## config.mk

```make
export PLATFORM = sky130hd
export DESIGN_NAME = mem_boot_loader
export DESIGN_NICKNAME = d
export VERILOG_FILES = /design/src/rtl/mem_boot_loader.sv
export SDC_FILE = /design/constraint.sdc
export NUM_CORES = 1
export LEC_CHECK = 0
export ABC_AREA = 1
export BUFFER_PORTS_ARGS = -buffer_cell sky130_fd_sc_hd__buf_4
export CAP_MARGIN = 20
export CORE_ASPECT_RATIO = 1.25
export CORE_MARGIN = 5
export CORE_UTILIZATION = 45
export CTS_CLUSTER_SIZE = 14
export DETAILED_ROUTE_END_ITERATION = 10
export GPL_TIMING_DRIVEN = 0
export PLACE_DENSITY = 0.77
export SLEW_MARGIN = 20
export SYNTH_ARGS = -nofsm -noshare
export SYNTH_HDL_FRONTEND = slang
export SYNTH_SLANG_ARGS = --single-unit
```

## constraint.sdc

```tcl
create_clock -name clk -period 2.6 [get_ports clk]
set_input_delay 0.52 -clock clk [delete_from_list [all_inputs] [get_ports clk]]
set_output_delay 0.52 -clock clk [all_outputs]
set_load 0.005 [all_outputs]
```

## src/rtl/mem_boot_loader.sv

```systemverilog
// Boot loader: receives a length-prefixed byte stream and writes it as little-endian
// words into data memory, holding the core. Optional trailing XOR checksum: MEM_BOOT_LOADER_CHECKSUM_EN.
module mem_boot_loader #(
  parameter logic [31:0] BASE_ADDR = 32'h0000_0000,
  parameter int          MAX_WORDS = 256
) (
  input  logic        clk,
  input  logic        rst,
  input  logic        start,
  input  logic        rx_valid,
  input  logic [7:0]  rx_data,
  output logic        rx_ready,
  output logic [31:0] mem_addr,
  output logic [31:0] mem_wr_data,
  output logic        mem_wr,
  output logic        mem_rd,
  output logic [2:0]  mem_mask,
  output logic        core_hold,
  output logic        busy,
  output logic        done,
  output logic        err,
  output logic [15:0] words_written,
  output logic [2:0]  state_dbg
);

  typedef enum logic [2:0] {
    S_IDLE  = 3'd0,
    S_LEN0  = 3'd1,
    S_LEN1  = 3'd2,
    S_DATA  = 3'd3,
    S_WRITE = 3'd4,
    S_DONE  = 3'd5,
    S_ERR   = 3'd6
`ifdef MEM_BOOT_LOADER_CHECKSUM_EN
    , S_CHK = 3'd7
`endif
  } state_t;

  localparam logic [16:0] MAX_C = 17'(MAX_WORDS);

  // Handshake: a byte moves on a rising edge only when rx_valid and rx_ready are both 1;
  // rx_ready depends on state alone, so it never combinationally follows rx_valid.
  state_t      state_q, state_d;
  logic [15:0] len_q, len_d;
  logic [1:0]  idx_q, idx_d;
  logic [31:0] word_q, word_d;
  logic [31:0] addr_q, addr_d;
  logic [31:0] wdata_q, wdata_d;
  logic [15:0] ww_q, ww_d;
  logic        hold_q, hold_d;
  logic [15:0] len_full;
  logic [15:0] ww_inc;
  logic        xfer;
`ifdef MEM_BOOT_LOADER_CHECKSUM_EN
  logic [7:0]  csum_q, csum_d;
`endif

  always_ff @(posedge clk or negedge rst) begin
    if (!rst) begin
      state_q <= S_IDLE;
      len_q   <= 16'd0;
      idx_q   <= 2'd0;
      word_q  <= 32'd0;
      addr_q  <= BASE_ADDR;
      wdata_q <= 32'd0;
      ww_q    <= 16'd0;
      hold_q  <= 1'b1;
`ifdef MEM_BOOT_LOADER_CHECKSUM_EN
      csum_q  <= 8'd0;
`endif
    end else begin
      state_q <= state_d;
      len_q   <= len_d;
      idx_q   <= idx_d;
      word_q  <= word_d;
      addr_q  <= addr_d;
      wdata_q <= wdata_d;
      ww_q    <= ww_d;
      hold_q  <= hold_d;
`ifdef MEM_BOOT_LOADER_CHECKSUM_EN
      csum_q  <= csum_d;
`endif
    end
  end

  always_comb begin
    state_d  = state_q;
    len_d    = len_q;
    idx_d    = idx_q;
    word_d   = word_q;
    addr_d   = addr_q;
    wdata_d  = wdata_q;
    ww_d     = ww_q;
    hold_d   = hold_q;
`ifdef MEM_BOOT_LOADER_CHECKSUM_EN
    csum_d   = csum_q;
`endif
    rx_ready = 1'b0;
    len_full = {rx_data, len_q[7:0]};
    ww_inc   = ww_q + 16'd1;

    case (state_q)
      S_LEN0, S_LEN1, S_DATA: rx_ready = 1'b1;
`ifdef MEM_BOOT_LOADER_CHECKSUM_EN
      S_CHK:                  rx_ready = 1'b1;
`endif
      default:                rx_ready = 1'b0;
    endcase
    xfer = rx_valid && rx_ready;

    case (state_q)
      S_IDLE, S_ERR: begin
        if (start) begin
          ww_d    = 16'd0;
          hold_d  = 1'b1;
          state_d = S_LEN0;
`ifdef MEM_BOOT_LOADER_CHECKSUM_EN
          csum_d  = 8'd0;
`endif
        end
      end
      S_LEN0: begin
        if (xfer) begin
          len_d[7:0] = rx_data;
          state_d    = S_LEN1;
        end
      end
      S_LEN1: begin
        if (xfer) begin
          len_d[15:8] = rx_data;
          idx_d       = 2'd0;
          if (len_full == 16'd0) begin
`ifdef MEM_BOOT_LOADER_CHECKSUM_EN
            state_d = S_CHK;
`else
            state_d = S_DONE;
`endif
          end else if ({1'b0, len_full} > MAX_C) begin
            state_d = S_ERR;
          end else begin
            state_d = S_DATA;
          end
        end
      end
      S_DATA: begin
        if (xfer) begin
          word_d[{idx_q, 3'b000} +: 8] = rx_data;
          idx_d = idx_q + 2'd1;
`ifdef MEM_BOOT_LOADER_CHECKSUM_EN
          csum_d = csum_q ^ rx_data;
`endif
          // Address and data are captured on the 4th byte so they are stable for the whole WRITE cycle.
          if (idx_q == 2'd3) begin
            addr_d  = BASE_ADDR + {14'd0, ww_q, 2'b00};
            wdata_d = word_d;
            state_d = S_WRITE;
          end
        end
      end
      S_WRITE: begin
        ww_d = ww_inc;
        if (ww_inc == len_q) begin
`ifdef MEM_BOOT_LOADER_CHECKSUM_EN
          state_d = S_CHK;
`else
          state_d = S_DONE;
`endif
        end else begin
          state_d = S_DATA;
        end
      end
`ifdef MEM_BOOT_LOADER_CHECKSUM_EN
      S_CHK: begin
        if (xfer) begin
          state_d = (rx_data == csum_q) ? S_DONE : S_ERR;
        end
      end
`endif
      S_DONE: begin
        hold_d  = 1'b0;
        state_d = S_IDLE;
      end
      default: state_d = S_IDLE;
    endcase
  end

  assign mem_addr      = addr_q;
  assign mem_wr_data   = wdata_q;
  assign mem_wr        = (state_q == S_WRITE);
  assign mem_rd        = 1'b0;
  assign mem_mask      = 3'b010;
  assign core_hold     = hold_q;
  assign busy          = (state_q != S_IDLE) && (state_q != S_ERR);
  assign done          = (state_q == S_DONE);
  assign err           = (state_q == S_ERR);
  assign words_written = ww_q;
  assign state_dbg     = state_q;

endmodule

```

==> results.sh <==
export IMPL_wl_mm=15.7
export IMPL_p_sw_share_pct=36.2
export IMPL_grt_pass1_vias=5345
export IMPL_place_inst=1074
export IMPL_synth_compound_area_share_pct=10.4
export IMPL_highest_layer="met4"
export IMPL_post_route_period_util_pct=89.3
export IMPL_cts_tree="yes"
export IMPL_clock_sinks=118
export IMPL_reg2reg_slack_ps=290
export IMPL_synthMuxAreaShare_pct=0
export IMPL_p_seq_share_pct=36.0
export IMPL_clk_latency_ps=410
export IMPL_numPortBuffers=84
export IMPL_final_antenna_net_count=0
export IMPL_endpoint_kind="output pin"
export IMPL_grt_usage_pct=20.2
export IMPL_synth_xor_area_share_pct=0
export IMPL_hold_viol_final=0
export IMPL_cts_hold_buf=0
export IMPL_fmax_ghz=0.430
export IMPL_io_pins=105
export IMPL_fin_cells=1105
export IMPL_critPathBufInv=3
export IMPL_drt_iter0_drc=357
export IMPL_vias_per_cell=5.07
export IMPL_powerDensity_nw_per_um2=1110
export IMPL_slowest_delay_ps=450
export IMPL_cts_htree_levels=4
export IMPL_synthToLayoutAreaGrowth_pct=25.3
export IMPL_period_needed_ps=2320
export IMPL_grt_max_degree=61
export IMPL_regArea_um2=2950
export IMPL_n_antenna_cell=0
export IMPL_relSlewSlack_pct=63.0
export IMPL_p_comb_share_pct=36.7
export IMPL_wl_met3_um=757
export IMPL_dieArea_um2=15900
export IMPL_crit_slowest_cell="dfrtp_1"
export IMPL_dieWidth_um=114
export IMPL_synth_seq_cells=118
export IMPL_wl_per_cell_um=14.2
export IMPL_cp_max_fo=10
export IMPL_cp_start_kind="flip-flop"
export IMPL_max_cap_viol_count=0
export IMPL_rsz0062_at_grt="no"
export IMPL_tns_ps=0
export IMPL_dp_hpwl_mm=11.6
export IMPL_grt_ovfl_total=0
export IMPL_syn_inst=800
export IMPL_path_cells="nor2_1 > inv_1 > nor2_1 > clkbuf_2 > buf_4"
export IMPL_r2r_start="idx_q[0]"
export IMPL_grt_pass1_wl_mm=25.9
export IMPL_cpLargestDelayFamily="buffers and inverters"
export IMPL_outcome="complete, no violations"
export IMPL_drive_gt1_share_pct=18.5
export IMPL_cts_setup_buffers=0
export IMPL_start_util_pct=45.9
export IMPL_worstMarginPinSlew_ps=555
export IMPL_clkTransAtPathRegs_ps=50
export IMPL_arrival_ps=1800
export IMPL_fillers=1231
export IMPL_skew_ps=8.04
export IMPL_antenna_found_initial=0
export IMPL_cts_buffers=17
export IMPL_postSynthAreaPerCell_um2=7.60
export IMPL_core_um2=13200
export IMPL_first_pass_iters=5
export IMPL_gp_congestion=0.921
export IMPL_synthAdderAreaFrac_pct=1.44
export IMPL_die_h_um=140
export IMPL_syn_area_um2=6080
export IMPL_reg2regPathDepth=9
export IMPL_crit_start="state_dbg[1]"
export IMPL_m1WireLength_mm=6.67
export IMPL_peakVddDrop_mv=0.647
export IMPL_power_switching_uw=3050
export IMPL_synth_cell_types=28
export IMPL_hp_class="input port to asynchronous set/reset pin"
export IMPL_total_leakage_power_uw=0.00383
export IMPL_post_route_drc_count=0
export IMPL_r2r_end="word_q[17]"
export IMPL_worstSetupPathType="flip-flop to output pin"
export IMPL_cp_common_cell="nor2_1"
export IMPL_ys_seq_area_share_pct=48.6
export IMPL_multi_input_comb_area_um2=2550
export IMPL_finalSetupViolCount=0
export IMPL_final_nets=941
export IMPL_cts_buffer_depth=2
export IMPL_slew_viol_final=0
export IMPL_vias=5607
export IMPL_synth_simple_area_share_pct=28.8
export IMPL_power_internal_uw=5390
export IMPL_yosysWarningCount=0
export IMPL_critPathRequiredTime_ps=2080
export IMPL_wl_met2_mm=7.85
export IMPL_pwr_share_clk_pct=27.3
export IMPL_synth_top_family_by_area="simple AND/OR/NAND/NOR gates"
export IMPL_rows=47
export IMPL_root_buffer="clkbuf_16"
-- area by class of cell --
type | instances | share of cell area (%)
Buffer | 47 | 3.58
Multi-Input combinational cell | 553 | 33.5
Clock buffer | 23 | 6.40
Clock inverter | 8 | 1.28
Timing Repair Buffer | 85 | 8.69
Sequential cell | 118 | 38.8
Tap cell | 171 | 2.81
Inverter | 100 | 4.93
-- how the worst max path moves through the flow --
stage,endpoint,slack (ps),depth (start not counted)
CTS,mem_wr,70,5
finish,mem_wr,280,5
global placement,word_q[12],180,8
detailed placement,word_q[12],120,8
global route,word_q[17],140,9
floorplan,word_q[0],580,9
-- placed cells by master, fill, tap and decap left out, types with 3 or more instances in the layout --
master	count
clkbuf_2	3
nor3_1	5
a21oi_1	3
clkinv_2	3
dfrtp_1	117
o21ai_1	18
clkbuf_16	17
clkbuf_8	4
inv_1	96
clkbuf_1	10
nor2_1	26
buf_2	14
nor2_4	6
nand3_1	51
inv_2	4
clkinvlp_4	3
buf_4	103
nand2_1	276
o22ai_1	24
conb_1	20
nor2_2	6
ha_1	7
nand4_1	27
o21ai_0	74
-- logic make-up (layout without fill, tap and decap cells) --
family          Yosys count  after routing
simple gates            406            406
buf+inv                 147            263
compound gates          120            120
flops                   118            118
fa+ha+maj                 7              7
other cells               2             20
-- power by group through the flow --
stage,registers [uW],clock network (uW),logic (uW)
after floorplan,2990,0,1840
after CTS,3030,2330,3100
after detailed placement,3060,0,3080
after global placement,3020,0,3000
after global routing,3140,2430,3530
final,3040,2300,3100
-- stage by stage --
stage | util [%] | instance area [um2] | total power [uW] | hold slack (ps) | setup slack [ps]
6_report | 57.6 | 7620 | 8440 | 92.6 | 277
5_1_grt | 57.6 | 7620 | 9100 | 138 | 138
4_1_cts | 57.5 | 7610 | 8460 | 99.8 | 69.9
3_5_place_dp | 53.1 | 7020 | 6130 | 462 | 118
2_1_floorplan | - | 6150 | 4830 | 224 | 577
3_3_place_gp | 52.8 | 6990 | 6020 | 455 | 182
-- synthesized netlist by cell type, drive strengths merged --
library cell	count	area (um2)
nor4	1	6.26
dfstp	1	26.3
ha	7	87.6
nand3b	2	15.0
nor3	6	35.0
nand4	27	169
conb	2	7.51
inv	100	375
or2	1	6.26
nand2	278	1050
dfrtp	117	2930
o21ai	92	460
o211ai	1	7.51
and3	1	11.3
nand3	52	260
nor2	38	200
a21oi	3	15.0
clkbuf	11	41.3
o22ai	24	150
buf	36	228
-- flip-flops by register name (all words and copies together) (netlist names) --
signal / count
mem_wr_data: 32
state_dbg: 3
mem_addr: 16
idx_q: 2
word_q: 32
core_hold: 1
len_q: 16
words_written: 16
-- what timing repair did --
| action | in CTS | in global routing |
|---|---|---|
| endpoints found under the setup margin | 0 | 39 |
| endpoints found under the hold margin | 0 | 0 |
| resized for setup | 0 | 8 |
-- routing by layer --
layer | vias to the layer above | GRT usage [%]
met1 | 2639 | 25.7
met2 | 152 | 33.0
met4 | 0 | 8.76
li1 | 2782 | -
met3 | 34 | 4.62
met5 | - | 0
Note: power is estimated with default switching activity, not from simulation.
